[src/rtl/uart_pkg.sv]
// ----------------------------------------------------------------------------
// uart_pkg
//   Shared constants for the UART receive datapath.
//   - Parity mode selectors (PARITY parameter values).
//   - Receiver FSM state encodings.
// ----------------------------------------------------------------------------
package uart_pkg;

   // Parity mode selectors
   localparam int unsigned PAR_NONE = 0;
   localparam int unsigned PAR_EVEN = 1;
   localparam int unsigned PAR_ODD  = 2;

   // Receiver FSM states. The S_ prefix keeps S_PARITY distinct from the
   // PARITY parameter of the receiver.
   localparam logic [2:0] S_IDLE   = 3'd0;
   localparam logic [2:0] S_START  = 3'd1;
   localparam logic [2:0] S_DATA   = 3'd2;
   localparam logic [2:0] S_PARITY = 3'd3;
   localparam logic [2:0] S_STOP   = 3'd4;

endpackage : uart_pkg

[src/rtl/rx_sync_filter.sv]
// ----------------------------------------------------------------------------
// rx_sync_filter
//   Brings the raw serial line into the CLK domain and removes short glitches.
//   Two flops synchronise the line, then a 2-of-3 majority vote over the
//   synchronised value and its two previous samples produces the output.
//   Latency from a line edge to an output edge is 4 CLK cycles. Pulses
//   shorter than 2 cycles are suppressed. Everything resets to 1 (idle line).
//
//   Ports:
//     CLK       in   system clock
//     CLR       in   asynchronous active-high reset
//     Serial_i  in   raw serial line
//     Filt_o    out  synchronised, majority-filtered line
// ----------------------------------------------------------------------------
module rx_sync_filter (
   input  logic CLK,
   input  logic CLR,
   input  logic Serial_i,
   output logic Filt_o
);

   logic meta_q;
   logic sync_q;
   logic hist1_q;
   logic hist2_q;
   logic filt_q;

   always_ff @(posedge CLK or posedge CLR) begin
      if (CLR) begin
         meta_q  <= 1'b1;
         sync_q  <= 1'b1;
         hist1_q <= 1'b1;
         hist2_q <= 1'b1;
         filt_q  <= 1'b1;
      end else begin
         meta_q  <= Serial_i;
         sync_q  <= meta_q;
         hist1_q <= sync_q;
         hist2_q <= hist1_q;
         filt_q  <= (sync_q & hist1_q) | (sync_q & hist2_q) | (hist1_q & hist2_q);
      end
   end

   assign Filt_o = filt_q;

endmodule : rx_sync_filter

[src/rtl/uart_rx_param.sv]
// ----------------------------------------------------------------------------
// uart_rx_param
//   Parametrised UART receiver with an internal oversampling tick generator,
//   configurable data width, parity mode and stop-bit count, and a
//   valid/ack output handshake with sticky overrun detection.
//
//   Ports:
//     CLK           in   system clock
//     CLR           in   asynchronous active-high reset
//     Baud_Div      in   CLK cycles per oversample tick minus 1
//     Serial_input  in   raw serial line, idle high
//     Data          out  received word, LSB first on the line
//     Data_Valid    out  Data and error flags are held and valid
//     Data_Ack      in   consumer has taken Data (used while Data_Valid=1)
//     Parity_ERR    out  parity mismatch on the held word
//     Frame_ERR     out  a stop bit of the held word was sampled low
//     Overrun_ERR   out  sticky: frame completed while previous word unacked
//     Busy          out  receiver is inside a frame
// ----------------------------------------------------------------------------
module uart_rx_param
   import uart_pkg::*;
#(
   parameter int unsigned DATA_BITS  = 8,
   parameter int unsigned PARITY     = 1,
   parameter int unsigned STOP_BITS  = 1,
   parameter int unsigned OVERSAMPLE = 16,
   parameter int unsigned DIV_W      = 16
) (
   input  logic                 CLK,
   input  logic                 CLR,
   input  logic [DIV_W-1:0]     Baud_Div,
   input  logic                 Serial_input,
   output logic [DATA_BITS-1:0] Data,
   output logic                 Data_Valid,
   input  logic                 Data_Ack,
   output logic                 Parity_ERR,
   output logic                 Frame_ERR,
   output logic                 Overrun_ERR,
   output logic                 Busy
);

   localparam int unsigned SW = $clog2(OVERSAMPLE);
   localparam int unsigned BW = $clog2(DATA_BITS);
   localparam logic [SW-1:0] SAMP_MID  = SW'(OVERSAMPLE / 2 - 1);
   localparam logic [SW-1:0] SAMP_LAST = SW'(OVERSAMPLE - 1);
   localparam logic [BW-1:0] BIT_LAST  = BW'(DATA_BITS - 1);
   localparam logic          STOP_LAST = 1'(STOP_BITS - 1);
   localparam logic          ODD_PAR   = (PARITY == PAR_ODD);

   // Filtered line and falling-edge detect
   logic filt;
   logic line_prev_q;
   logic fall;

   rx_sync_filter u_sync (
      .CLK      (CLK),
      .CLR      (CLR),
      .Serial_i (Serial_input),
      .Filt_o   (filt)
   );

   assign fall = line_prev_q & ~filt;

   // Frame state
   logic [2:0]           state_q,   state_d;
   logic [DIV_W-1:0]     cnt_q,     cnt_d;
   logic [DIV_W-1:0]     div_q,     div_d;
   logic [SW-1:0]        samp_q,    samp_d;
   logic [BW-1:0]        bitc_q,    bitc_d;
   logic                 stopc_q,   stopc_d;
   logic [DATA_BITS-1:0] shift_q,   shift_d;
   logic                 pacc_q,    pacc_d;
   logic                 facc_q,    facc_d;

   // Output registers
   logic [DATA_BITS-1:0] data_q,    data_d;
   logic                 valid_q,   valid_d;
   logic                 perr_q,    perr_d;
   logic                 ferr_q,    ferr_d;
   logic                 oerr_q,    oerr_d;

   logic tick;
   logic commit;

   always_comb begin
      state_d = state_q;
      cnt_d   = cnt_q;
      div_d   = div_q;
      samp_d  = samp_q;
      bitc_d  = bitc_q;
      stopc_d = stopc_q;
      shift_d = shift_q;
      pacc_d  = pacc_q;
      facc_d  = facc_q;
      data_d  = data_q;
      valid_d = valid_q;
      perr_d  = perr_q;
      ferr_d  = ferr_q;
      oerr_d  = oerr_q;
      tick    = 1'b0;
      commit  = 1'b0;

      // Tick generator: divisor latched when leaving IDLE so mid-frame
      // changes to Baud_Div do not disturb the bit timing.
      if (state_q == S_IDLE) begin
         if (fall) begin
            state_d = S_START;
            cnt_d   = Baud_Div;
            div_d   = Baud_Div;
            samp_d  = '0;
            bitc_d  = '0;
            stopc_d = 1'b0;
            pacc_d  = 1'b0;
            facc_d  = 1'b0;
         end
      end else begin
         tick  = (cnt_q == '0);
         cnt_d = tick ? div_q : (cnt_q - DIV_W'(1));
      end

      if (tick) begin
         unique case (state_q)
            S_START: begin
               if (samp_q == SAMP_MID) begin
                  samp_d  = '0;
                  state_d = filt ? S_IDLE : S_DATA;
               end else begin
                  samp_d = samp_q + SW'(1);
               end
            end
            S_DATA: begin
               if (samp_q == SAMP_LAST) begin
                  samp_d  = '0;
                  shift_d = {filt, shift_q[DATA_BITS-1:1]};
                  if (bitc_q == BIT_LAST) begin
                     state_d = (PARITY != PAR_NONE) ? S_PARITY : S_STOP;
                  end else begin
                     bitc_d = bitc_q + BW'(1);
                  end
               end else begin
                  samp_d = samp_q + SW'(1);
               end
            end
            S_PARITY: begin
               if (samp_q == SAMP_LAST) begin
                  samp_d  = '0;
                  pacc_d  = ((^shift_q) ^ filt) != ODD_PAR;
                  state_d = S_STOP;
               end else begin
                  samp_d = samp_q + SW'(1);
               end
            end
            S_STOP: begin
               if (samp_q == SAMP_LAST) begin
                  samp_d = '0;
                  facc_d = facc_q | ~filt;
                  if (stopc_q == STOP_LAST) begin
                     commit  = 1'b1;
                     state_d = S_IDLE;
                  end else begin
                     stopc_d = 1'b1;
                  end
               end else begin
                  samp_d = samp_q + SW'(1);
               end
            end
            default: state_d = S_IDLE;
         endcase
      end

      // Output handshake: a commit into a free (or simultaneously acked)
      // holding register loads it; otherwise the new word is dropped.
      if (commit) begin
         if (!valid_q || Data_Ack) begin
            data_d  = shift_q;
            perr_d  = pacc_q;
            ferr_d  = facc_d;
            oerr_d  = 1'b0;
            valid_d = 1'b1;
         end else begin
            oerr_d = 1'b1;
         end
      end else if (valid_q && Data_Ack) begin
         valid_d = 1'b0;
         perr_d  = 1'b0;
         ferr_d  = 1'b0;
         oerr_d  = 1'b0;
      end
   end

   always_ff @(posedge CLK or posedge CLR) begin
      if (CLR) begin
         line_prev_q <= 1'b1;
         state_q     <= S_IDLE;
         cnt_q       <= '0;
         div_q       <= '0;
         samp_q      <= '0;
         bitc_q      <= '0;
         stopc_q     <= 1'b0;
         shift_q     <= '0;
         pacc_q      <= 1'b0;
         facc_q      <= 1'b0;
         data_q      <= '0;
         valid_q     <= 1'b0;
         perr_q      <= 1'b0;
         ferr_q      <= 1'b0;
         oerr_q      <= 1'b0;
      end else begin
         line_prev_q <= filt;
         state_q     <= state_d;
         cnt_q       <= cnt_d;
         div_q       <= div_d;
         samp_q      <= samp_d;
         bitc_q      <= bitc_d;
         stopc_q     <= stopc_d;
         shift_q     <= shift_d;
         pacc_q      <= pacc_d;
         facc_q      <= facc_d;
         data_q      <= data_d;
         valid_q     <= valid_d;
         perr_q      <= perr_d;
         ferr_q      <= ferr_d;
         oerr_q      <= oerr_d;
      end
   end

   assign Data        = data_q;
   assign Data_Valid  = valid_q;
   assign Parity_ERR  = perr_q;
   assign Frame_ERR   = ferr_q;
   assign Overrun_ERR = oerr_q;
   assign Busy        = (state_q != S_IDLE);

endmodule : uart_rx_param

[config.mk]
export PLATFORM = sky130hd
export DESIGN_NAME = uart_rx_param
export DESIGN_NICKNAME = d
export VERILOG_FILES = /design/src/rtl/uart_pkg.sv /design/src/rtl/rx_sync_filter.sv /design/src/rtl/uart_rx_param.sv
export SDC_FILE = /design/constraint.sdc
export NUM_CORES = 1
export LEC_CHECK = 0
export BUFFER_PORTS_ARGS = -buffer_cell sky130_fd_sc_hd__buf_2
export CAP_MARGIN = 20
export CORE_MARGIN = 2
export CORE_UTILIZATION = 30
export DETAILED_ROUTE_END_ITERATION = 8
export GPL_TIMING_DRIVEN = 0
export PLACE_DENSITY = 0.56
export SYNTH_ARGS = -nofsm -noshare
export SYNTH_HDL_FRONTEND = slang
export SYNTH_SLANG_ARGS = --single-unit
[constraint.sdc]
create_clock -name CLK -period 3.23 [get_ports CLK]
set_input_delay 0.646 -clock CLK [delete_from_list [all_inputs] [get_ports CLK]]
set_output_delay 0.646 -clock CLK [all_outputs]
set_load 0.005 [all_outputs]
==> results of run 1 <==
==> flip-flops by register name, indices dropped and copies added, names as in the netlist <==
signal / cells
u_sync.Filt_o: 1
Data_Valid: 1
facc_q: 1
u_sync.sync_q: 1
stopc_q: 1
Parity_ERR: 1
Data: 8
cnt_q: 16
div_q: 16
samp_q: 4
state_q: 3
shift_q: 8
u_sync.hist2_q: 1
bitc_q: 3
line_prev_q: 1
pacc_q: 1
Overrun_ERR: 1
Frame_ERR: 1
u_sync.meta_q: 1
u_sync.hist1_q: 1
==> stage by stage <==
step	area, um^2	TNS [ns]	worst slack [ns]	util
3_3_place_gp	4078	-13.15	-0.2081	0.3381
4_1_cts	4409	0	0.1453	0.3656
3_5_place_dp	4108	0	0.5164	0.3406
6_report	4412	0	0.3052	0.3658
5_1_grt	4412	0	0.1304	0.3658
2_1_floorplan	3707	0	0.7974	-
==> cells in the final DEF (no fill, tap or decap), types with 3 or more instances in the layout <==
cell type  Yosys  routed
nor4_1         4       4
o211ai_1       5       5
nand3_1       13      13
buf_2          3      35
or3_1          3       3
nand2b_1       7       7
ha_1           6       6
a211o_1        3       3
a211oi_1       5       5
nand2_1       69      69
nor2_1        22      21
clkbuf_1      16      17
o22ai_1        6       6
dfrtp_1       65      65
o21ai_0       28      28
xnor2_1       11      11
a31oi_1        3       3
nand4_1        6       6
xor2_1         3       3
a21oi_1       10      10
mux2_2        18      18
nor3_1        11      11
mux2i_1       17      17
inv_1          7       6
clkbuf_16      0       9
dfstp_2        6       6
or4_1          3       3
==> critical path, stage by stage, from the launching register on <==
cell	delay [ns]
dfrtp_1	0.37
clkbuf_1	0.24
or2_2	0.42
nor2_2	0.27
inv_1	0.13
clkbuf_1	0.30
buf_2	0.22
==> metal layers <==
metal	share of wire	track usage	wire (um)
met3	0.050	0.04164	427
met5	0	0	0
met2	0.47	0.2286	3979
met1	0.47	0.1960	4042
met4	0.0090	0.03293	77
==> cell families (layout without fill, tap and decap cells) <==
kind of cell / count (synthesis) / after routing / share of synthesized area
simple gates: 158 / 158 / 0.2160
buf+inv: 27 / 76 / 0.02835
mux: 35 / 35 / 0.1006
xor+xnor: 14 / 14 / 0.03308
flops: 71 / 71 / 0.4813
compound gates: 69 / 69 / 0.1151
fa+ha+maj: 8 / 8 / 0.02565
==> worst max-delay path by stage <==
stage	endpoint	cells after the start
floorplan	Data[0]	1
detailed placement	Busy	6
global placement	Frame_ERR	2
finish	Busy	6
global route	Busy	6
CTS	Busy	6
==> timing repair <==
item	in CTS	in global routing
hold buffers	0	0
resized for setup	0	1
setup endpoints to repair	0	1
endpoints found under the hold margin	0	0
==> power by group <==
group | switching [W] | internal, W
logic | 0.000455 | 0.000356
clock network | 0.000383 | 0.000619
registers | 0.000176 | 0.00109
==> layout make-up <==
cell class	instances	area [um^2]
Inverter	7	28.78
Timing Repair Buffer	33	187.7
Fill cell	1241	7650
Multi-Input combinational cell	284	1821
Sequential cell	71	1784
Clock buffer	11	242.7
Tap cell	168	210.2
Clock inverter	5	58.81
Buffer	20	78.83
==> metrics.txt, run 1 <==
Vias 2927; RSZ-0062 raised after global routing false; I/O pins 33; yosys warns 0; asr flop ratio synth 1.000; vias in the first global route between 2000 and 3000; power density cells 697.2 nW/um^2; most frequent cell after synthesis nand2_1; Initial Util 0.3074; setup bufs post-CTS 0; full die area roughly 13000 um^2; Critical Path Source Type flop; synthesized cell area between 3000 and 4000 um^2; Die Ht ~120 um; Max Clock Freq roughly 340 MHz; leakage power roughly 2.0 nW; Die X-Extent 115.2 um; clk_lat worst skew 0.34 ns; Rows 40; area grow syn2layout 19.00%; Post-Synthesis Cells approximately 380; Core Area 12060 um^2; I/O Buffers 32; CTS tree built; detailed-route vias per instance 4.886; ANT nets after route 0; Avg WL per Cell approximately 14 um; Reg2Reg Capture Point Parity_ERR; Register-to-Register Setup Slack 0.47 ns; area share of the largest cell type after synthesis 0.4387; CTS buffer count 9; initial DRC count about 140; Primary FF master, synth dfrtp_1; maxcap violations 0; Min-Delay Path Class input pin to asynchronous set/reset pin; Final Hold Fails 0; Netlist cell types 51; largest net degree at the start of global routing 48; drt total wl 8.527 mm; Non-Filler Instances 599; Hold Slack 0.2813 ns; WP data arrival between 2 and 2.5 ns; Clock transition at path regs 0.06 ns; worst endpoint required time 2.58 ns; number of flops mapped to enable cells by yosys 0; Final Skew 0.008375 ns; crit path kind flop to output port; clock sinks 71; Longest Clk Path Bufs 2; overall power 0.003076 W; synthesized net count 408; Seq cells post-synth 71; Crit. End Element output port; H-tree levels 3; run status finished, final reports clean; Synth top cells by count 69 x nand2_1, 65 x dfrtp_1, 28 x o21ai_0; first-pass GRT wire length approximately 15 mm; Worst R2R Path Depth 7; initial antenna violation count 0; total congestion overflow 0; Slew Limit Fails 0; Peak VDD IR 0.0003408 V; GRT Total Usage 0.1442; Cells after DPL 583; layout cells sized above 1 0.2065; sequential cell area fraction in the yosys report 0.4813; synthesized area per cell 9.705 um^2; ant diodes 0; detailed-route DRC error count 0; Worst Path Max Fanout 10; ranking of synthesized cells by area dfrtp_1 44%, nand2_1 7.0%, mux2_2 5.5%; Yosys top cell by area dfrtp_1; Pre-Repair DR Iteration Count 4; worst slew pin tran 1.122 ns; placer congestion estimate 0.8638; Final Cycle Share 0.9055; CP startpoint state_q[0]; minimum clock period approximately 3 ns; final net count 452; r2r startpoint cnt_q[0]; Detail Placement HPWL approximately 6 mm; Slew HR 0.2449; clk root buf clkbuf_16; final setup fails 0
No activity file was read; power rests on OpenSTA's default activity.
==> inputs of run 2 (changes only) <==
--- a/config.mk
+++ b/config.mk
@@ -5,13 +5,13 @@
 export SDC_FILE = /design/constraint.sdc
 export NUM_CORES = 1
 export LEC_CHECK = 0
-export BUFFER_PORTS_ARGS = -buffer_cell sky130_fd_sc_hd__buf_2
 export CAP_MARGIN = 20
 export CORE_MARGIN = 2
 export CORE_UTILIZATION = 30
 export DETAILED_ROUTE_END_ITERATION = 8
+export DONT_BUFFER_PORTS = 1
 export GPL_TIMING_DRIVEN = 0
-export PLACE_DENSITY = 0.56
+export PLACE_DENSITY = 0.54
 export SYNTH_ARGS = -nofsm -noshare
 export SYNTH_HDL_FRONTEND = slang
 export SYNTH_SLANG_ARGS = --single-unit
==> metrics.txt, run 2 (synthesized netlist as in run 1, its figures left out) <==
largest net degree at the start of global routing 71; final setup fails 0; CTS buffer count 9; ANT nets after route 0; H-tree levels 3; Slew HR 0.5135; Logic pwr share 0.263; Int Pwr 0.001968 W; minimum clock period approximately 2.9 ns; GRT Total Usage 0.1420; Die X-Extent 115.2 um; worst slew pin tran between 0.7 and 0.8 ns; Peak VDD IR 0.0005104 V; ant diodes 0; layout cells sized above 1 0.1450; worst endpoint required time 2.58 ns; Min-Delay Path Class input pin to asynchronous set/reset pin; CTS tree built; RSZ-0062 raised after global routing false; Final Hold Fails 0; I/O Buffers 0; most frequent cells in the layout 69 x nand2_1, 65 x dfrtp_1, 28 x o21ai_0; Detail Placement HPWL between 6 and 7 mm; Final Cycle Share 0.8977; first-pass GRT wire length 14.70 mm; Longest Clk Path Bufs 2; overall power 0.003018 W; Clock Power Share 0.316; Critical Path Source Type flop; initial antenna violation count 0; Cells after DPL 551; power density cells 711.8 nW/um^2; M2 GR Usage 0.2286; final net count 421; Vias 2837; Net Sw Frac 0.3478; Non-Filler Instances 568; run status finished, final reports clean; switching pwr between 0.001 and 0.0015 W; placer congestion estimate between 0.8 and 0.9; clock sinks 71; Slew Limit Fails 0; Avg WL per Cell 15.42 um; total congestion overflow 0; Initial Util 0.3074; Resize count post-CTS 0; clk_lat worst skew roughly 0.33 ns; setup bufs post-CTS 0; Core Area between 10000 and 15000 um^2; area grow syn2layout 14.38%; WP data arrival 2.25 ns; detailed-route DRC error count 0; crit path kind flop to output port; Crit. End Element output port; hold buffer count at cts 0; Hold Slack between 0.2 and 0.25 ns; Final Skew 0.005503 ns; Pre-Repair DR Iteration Count 4; grt met3 use 0.03005; most common cell after layout, fill and taps aside nand2_1; vias in the first global route 2847; clk root buf clkbuf_16; Clock transition at path regs 0.06 ns; initial DRC count roughly 140; Die Ht 115.2 um; I/O pins 33; maxcap violations 0; Rows 40; detailed-route vias per instance between 4 and 5; leakage power between 1.5 and 2 nW; total negative setup slack 0 ns; sequential share of power 0.421; biggest regs cnt_q (16), div_q (16); Worst Path Max Fanout 10; drt total wl 8.756 mm; GR Layer Usage met1 0.1877; full die area 13260 um^2; busiest grt layer met2; Max Clock Freq 344.9 MHz
-- run 2: changes by cell type in the layout (fill, tap and decap cells not counted), sizes merged --
cell	delta
clkinvlp	-1
clkbuf	-1
clkinv	-1
bufinv	-1
buf	-32
inv	+5
-- run 2: worst paths after layout --
| path | from | cells past startpoint | to | slack, ns |
|---|---|---|---|---|
| max | state_q[0] | 5 | Busy | 0.33 |
| min | CLR | 1 | u_sync.meta_q | 0.21 |
| max reg2reg | cnt_q[5] | 5 | Data[4] | 0.56 |
| min reg2reg | u_sync.meta_q | 0 | u_sync.sync_q | 0.36 |
| max in group asynchronous | CLR | 2 | line_prev_q | 2.63 |
| min in group CLK | Serial_input | 0 | u_sync.meta_q | 0.31 |
-- run 2: power by group through the flow --
stage               clock [W]  combinational, W  sequential, W
CTS                  0.000983          0.000800        0.00127
finish               0.000955          0.000793        0.00127
global placement            0          0.000771        0.00127
detailed placement          0          0.000797        0.00128
global route          0.00102          0.000901        0.00130
floorplan                   0          0.000644        0.00123
-- run 2: critical path, stage by stage (launching register included) --
cell	delay, ns
dfrtp_1	0.37
clkbuf_1	0.24
or2_2	0.41
nor2_1	0.41
inv_1	0.16
clkbuf_1	0.33
-- run 2: layout make-up --
class	count	area [um^2]
plain buffers	20	78.83
clock buffers	9	225.2
clock inverters	7	62.56
fillers	1215	7821
inverters	7	28.78
multi-input cells	284	1818
flip-flops and latches	71	1784
well taps	168	210.2
repair buffers	2	32.53
-- run 2: routing by layer --
layer  wire length, um  up-vias
li1                  -     1392
met3               252        7
met5                 0        -
met4               114        0
met1              4097     1397
met2              4291       41
-- run 2: through the flow --
stage | utilization | setup slack [ns] | cell area (um^2)
3_5_place_dp | 0.3273 | 0.5179 | 3948
4_1_cts | 0.3511 | 0.3310 | 4235
2_1_floorplan | - | 0.7974 | 3707
6_report | 0.3516 | 0.3303 | 4240
3_3_place_gp | 0.3248 | -0.08416 | 3918
5_1_grt | 0.3516 | 0.1144 | 4240
==> inputs of run 3 (changes only) <==
--- a/config.mk
+++ b/config.mk
@@ -14,4 +14,5 @@
 export PLACE_DENSITY = 0.54
 export SYNTH_ARGS = -nofsm -noshare
 export SYNTH_HDL_FRONTEND = slang
+export SYNTH_HIERARCHICAL = 1
 export SYNTH_SLANG_ARGS = --single-unit
==> constraint.sdc (replaced) <==
create_clock -name CLK -period 3.7 [get_ports CLK]
set_input_delay 0.74 -clock CLK [delete_from_list [all_inputs] [get_ports CLK]]
set_output_delay 0.74 -clock CLK [all_outputs]
set_load 0.005 [all_outputs]
==> metrics.txt, run 3 <==
run status finished, final reports clean; full die area 13360 um^2; clk_lat worst skew 0.33 ns; most frequent cells in the layout 67 x nand2_1, 65 x dfrtp_1, 29 x o21ai_0; yosys warns 6; setup bufs post-CTS 0; leakage power approximately 1.9 nW; HP Start u_sync/meta_q; synthesized net count 401; CTS buffer count 9; placer congestion estimate between 0.7 and 0.8; area grow syn2layout 13.80%; I/O pins 33; total congestion overflow 0; first-pass GRT wire length 14.83 mm; clock sinks 71; metal2 WL 4.005 mm; Synth top cells by count 67 x nand2_1, 65 x dfrtp_1, 29 x o21ai_0; Primary FF master, synth dfrtp_1; area share of the largest cell type after synthesis 0.4354; Resize count post-CTS 0; H-tree levels 3; minimum clock period 3.044 ns; final setup fails 0; r2r startpoint cnt_q[0]; most frequent cell after synthesis nand2_1; Detail Placement HPWL 5.895 mm; maxcap violations 0; GRT Total Usage 0.1431; Worst Path Max Fanout 10; CP peak stage delay roughly 0.45 ns; worst endpoint required time a little under 3 ns; largest net degree at the start of global routing 67; Yosys top cell by area dfrtp_1; Min-Delay Path Class flop to flop; sequential cell area fraction in the yosys report 0.4776; Clock transition at path regs 0.06 ns; Rows 40; Peak VDD IR 0.0003801 V; clk root buf clkbuf_16; Worst R2R Path Depth 9; synthesized cell area 3736 um^2; initial antenna violation count 0; RSZ-0062 raised after global routing false; Initial Util 0.3098; vias in the first global route 2887; most common cell after layout, fill and taps aside nand2_1; Slew HR 0.4244; Avg WL per Cell approximately 16 um; Final Cycle Share 0.8227; layout cells sized above 1 0.1560; I/O Buffers 0; initial DRC count 119; CTS tree built; Crit. End Element output port; asr flop ratio synth 1.000; hold buffer count at cts 0; hold path depth 0; final net count 412; final core occ 0.3525; worst slew pin tran 0.8634 ns; Post-Synthesis Cells 375; power density cells about 630 nW/um^2; Die Ht 115.6 um; CP Cell Sequence nor3_1 -> clkbuf_1 -> inv_1 -> clkbuf_1 -> clkbuf_1; biggest regs cnt_q (16), div_q (16); highest metal used met4; Register-to-Register Setup Slack 1.12 ns; Netlist cell types 53; WP data arrival about 2.3 ns; ANT nets after route 0; Reg2Reg Capture Point samp_q[2]; met3 wire len around 570 um; Core Area roughly 12000 um^2; synthesized area per cell 9.963 um^2; detailed-route DRC error count 0; Vias roughly 2800; Slowest cell on crit path clkbuf_1; Endpoint, Worst Hold u_sync/sync_q; Critical Path Source Type flop; Slew Limit Fails 0; Pre-Repair DR Iteration Count 4; Die X-Extent 115.6 um; crit path kind flop to output port; Metal-1 WL 3.991 mm; Final Hold Fails 0; Max Clock Freq 328.5 MHz; ant diodes 0; Final Skew 0.007730 ns; detailed-route vias per instance 5.050; Longest Clk Path Bufs 2; most used cell, CP clkbuf_1; drt total wl a little under 9 mm; number of flops mapped to enable cells by yosys 0; Seq cells post-synth 71; total negative setup slack 0 ns; ranking of synthesized cells by area dfrtp_1 44%, nand2_1 6.7%, dfstp_2 4.2%
[run 3: changes by cell type after synthesis, sizes merged, moves of 3 or more]
cell,previous run,this run
o31ai,0,4
nor2,23,19
a211oi,5,1
nand4,6,3
a21oi,10,5
mux2i,17,14
buf,4,13
nand2b,7,2
o21ai,28,32
xor2,3,6
a211o,3,6
and2,0,4
clkbuf,16,11
[run 3: cell families (layout without fill, tap and decap cells)]
kind of cell    count (synthesis)  in the layout  synth area share
buf+inv                        33             49           0.04353
flops                          71             71            0.4776
xor+xnor                       17             17           0.03985
compound gates                 72             72            0.1236
mux                            30             30           0.09377
simple gates                  145            145            0.1986
fa+ha+maj                       7              7           0.02311
[run 3: cell type report]
class	instances	area (um^2)
clock inverter	3	42.54
buffer	24	128.9
clock buffer	13	260.3
inverter	9	36.28
tap	168	210.2
fill	1224	7810
multi-input combinational	271	1789
sequential	71	1784
[run 3: worst max-delay path: cells and delay by family, from the launching register on]
kind	cells	cell delay, ns
buffers and inverters	4	1.29
DFF	1	0.43
and+or+nand+nor	1	0.23
[run 3: how the worst max path moves through the flow]
| stage | from | endpoint | slack [ns] | depth (start not counted) |
|---|---|---|---|---|
| after floorplan | CLR | Data[0] | 1.31 | 1 |
| after global placement | CLR | samp_q[0] | 0.41 | 1 |
| after detailed placement | state_q[0] | Busy | 1.00 | 5 |
| after CTS | state_q[0] | Busy | 0.64 | 5 |
| after global routing | state_q[2] | Busy | 0.49 | 5 |
| final | state_q[2] | Busy | 0.66 | 5 |
[run 3: power by group]
| part | switching, W | total [W] | internal [W] |
|---|---|---|---|
| registers | 0.000140 | 0.00109 | 0.000947 |
| clock network | 0.000335 | 0.000894 | 0.000559 |
| logic | 0.000386 | 0.000679 | 0.000294 |
| total | 0.000860 | 0.00266 | 0.00180 |
[run 3: routing by layer]
layer  GRT usage  vias up
li1            -     1358
met1      0.1812     1381
met2      0.2288       72
met3     0.04655       12
met4     0.05221        0
met5           0        -
[run 3: per-stage QoR]
step                area, um^2  instances  setup slack (ns)  hold WS, ns  power [W]
global route              4252        559            0.4906       0.3579   0.002834
CTS                       4252        559            0.6403       0.3550   0.002686
finish                    4252        559            0.6560       0.3525   0.002660
global placement          3946        543            0.4138       0.3468   0.001758
detailed placement        3949        543             1.001       0.3510   0.001784
floorplan                 3736        375             1.307       0.3452   0.001617
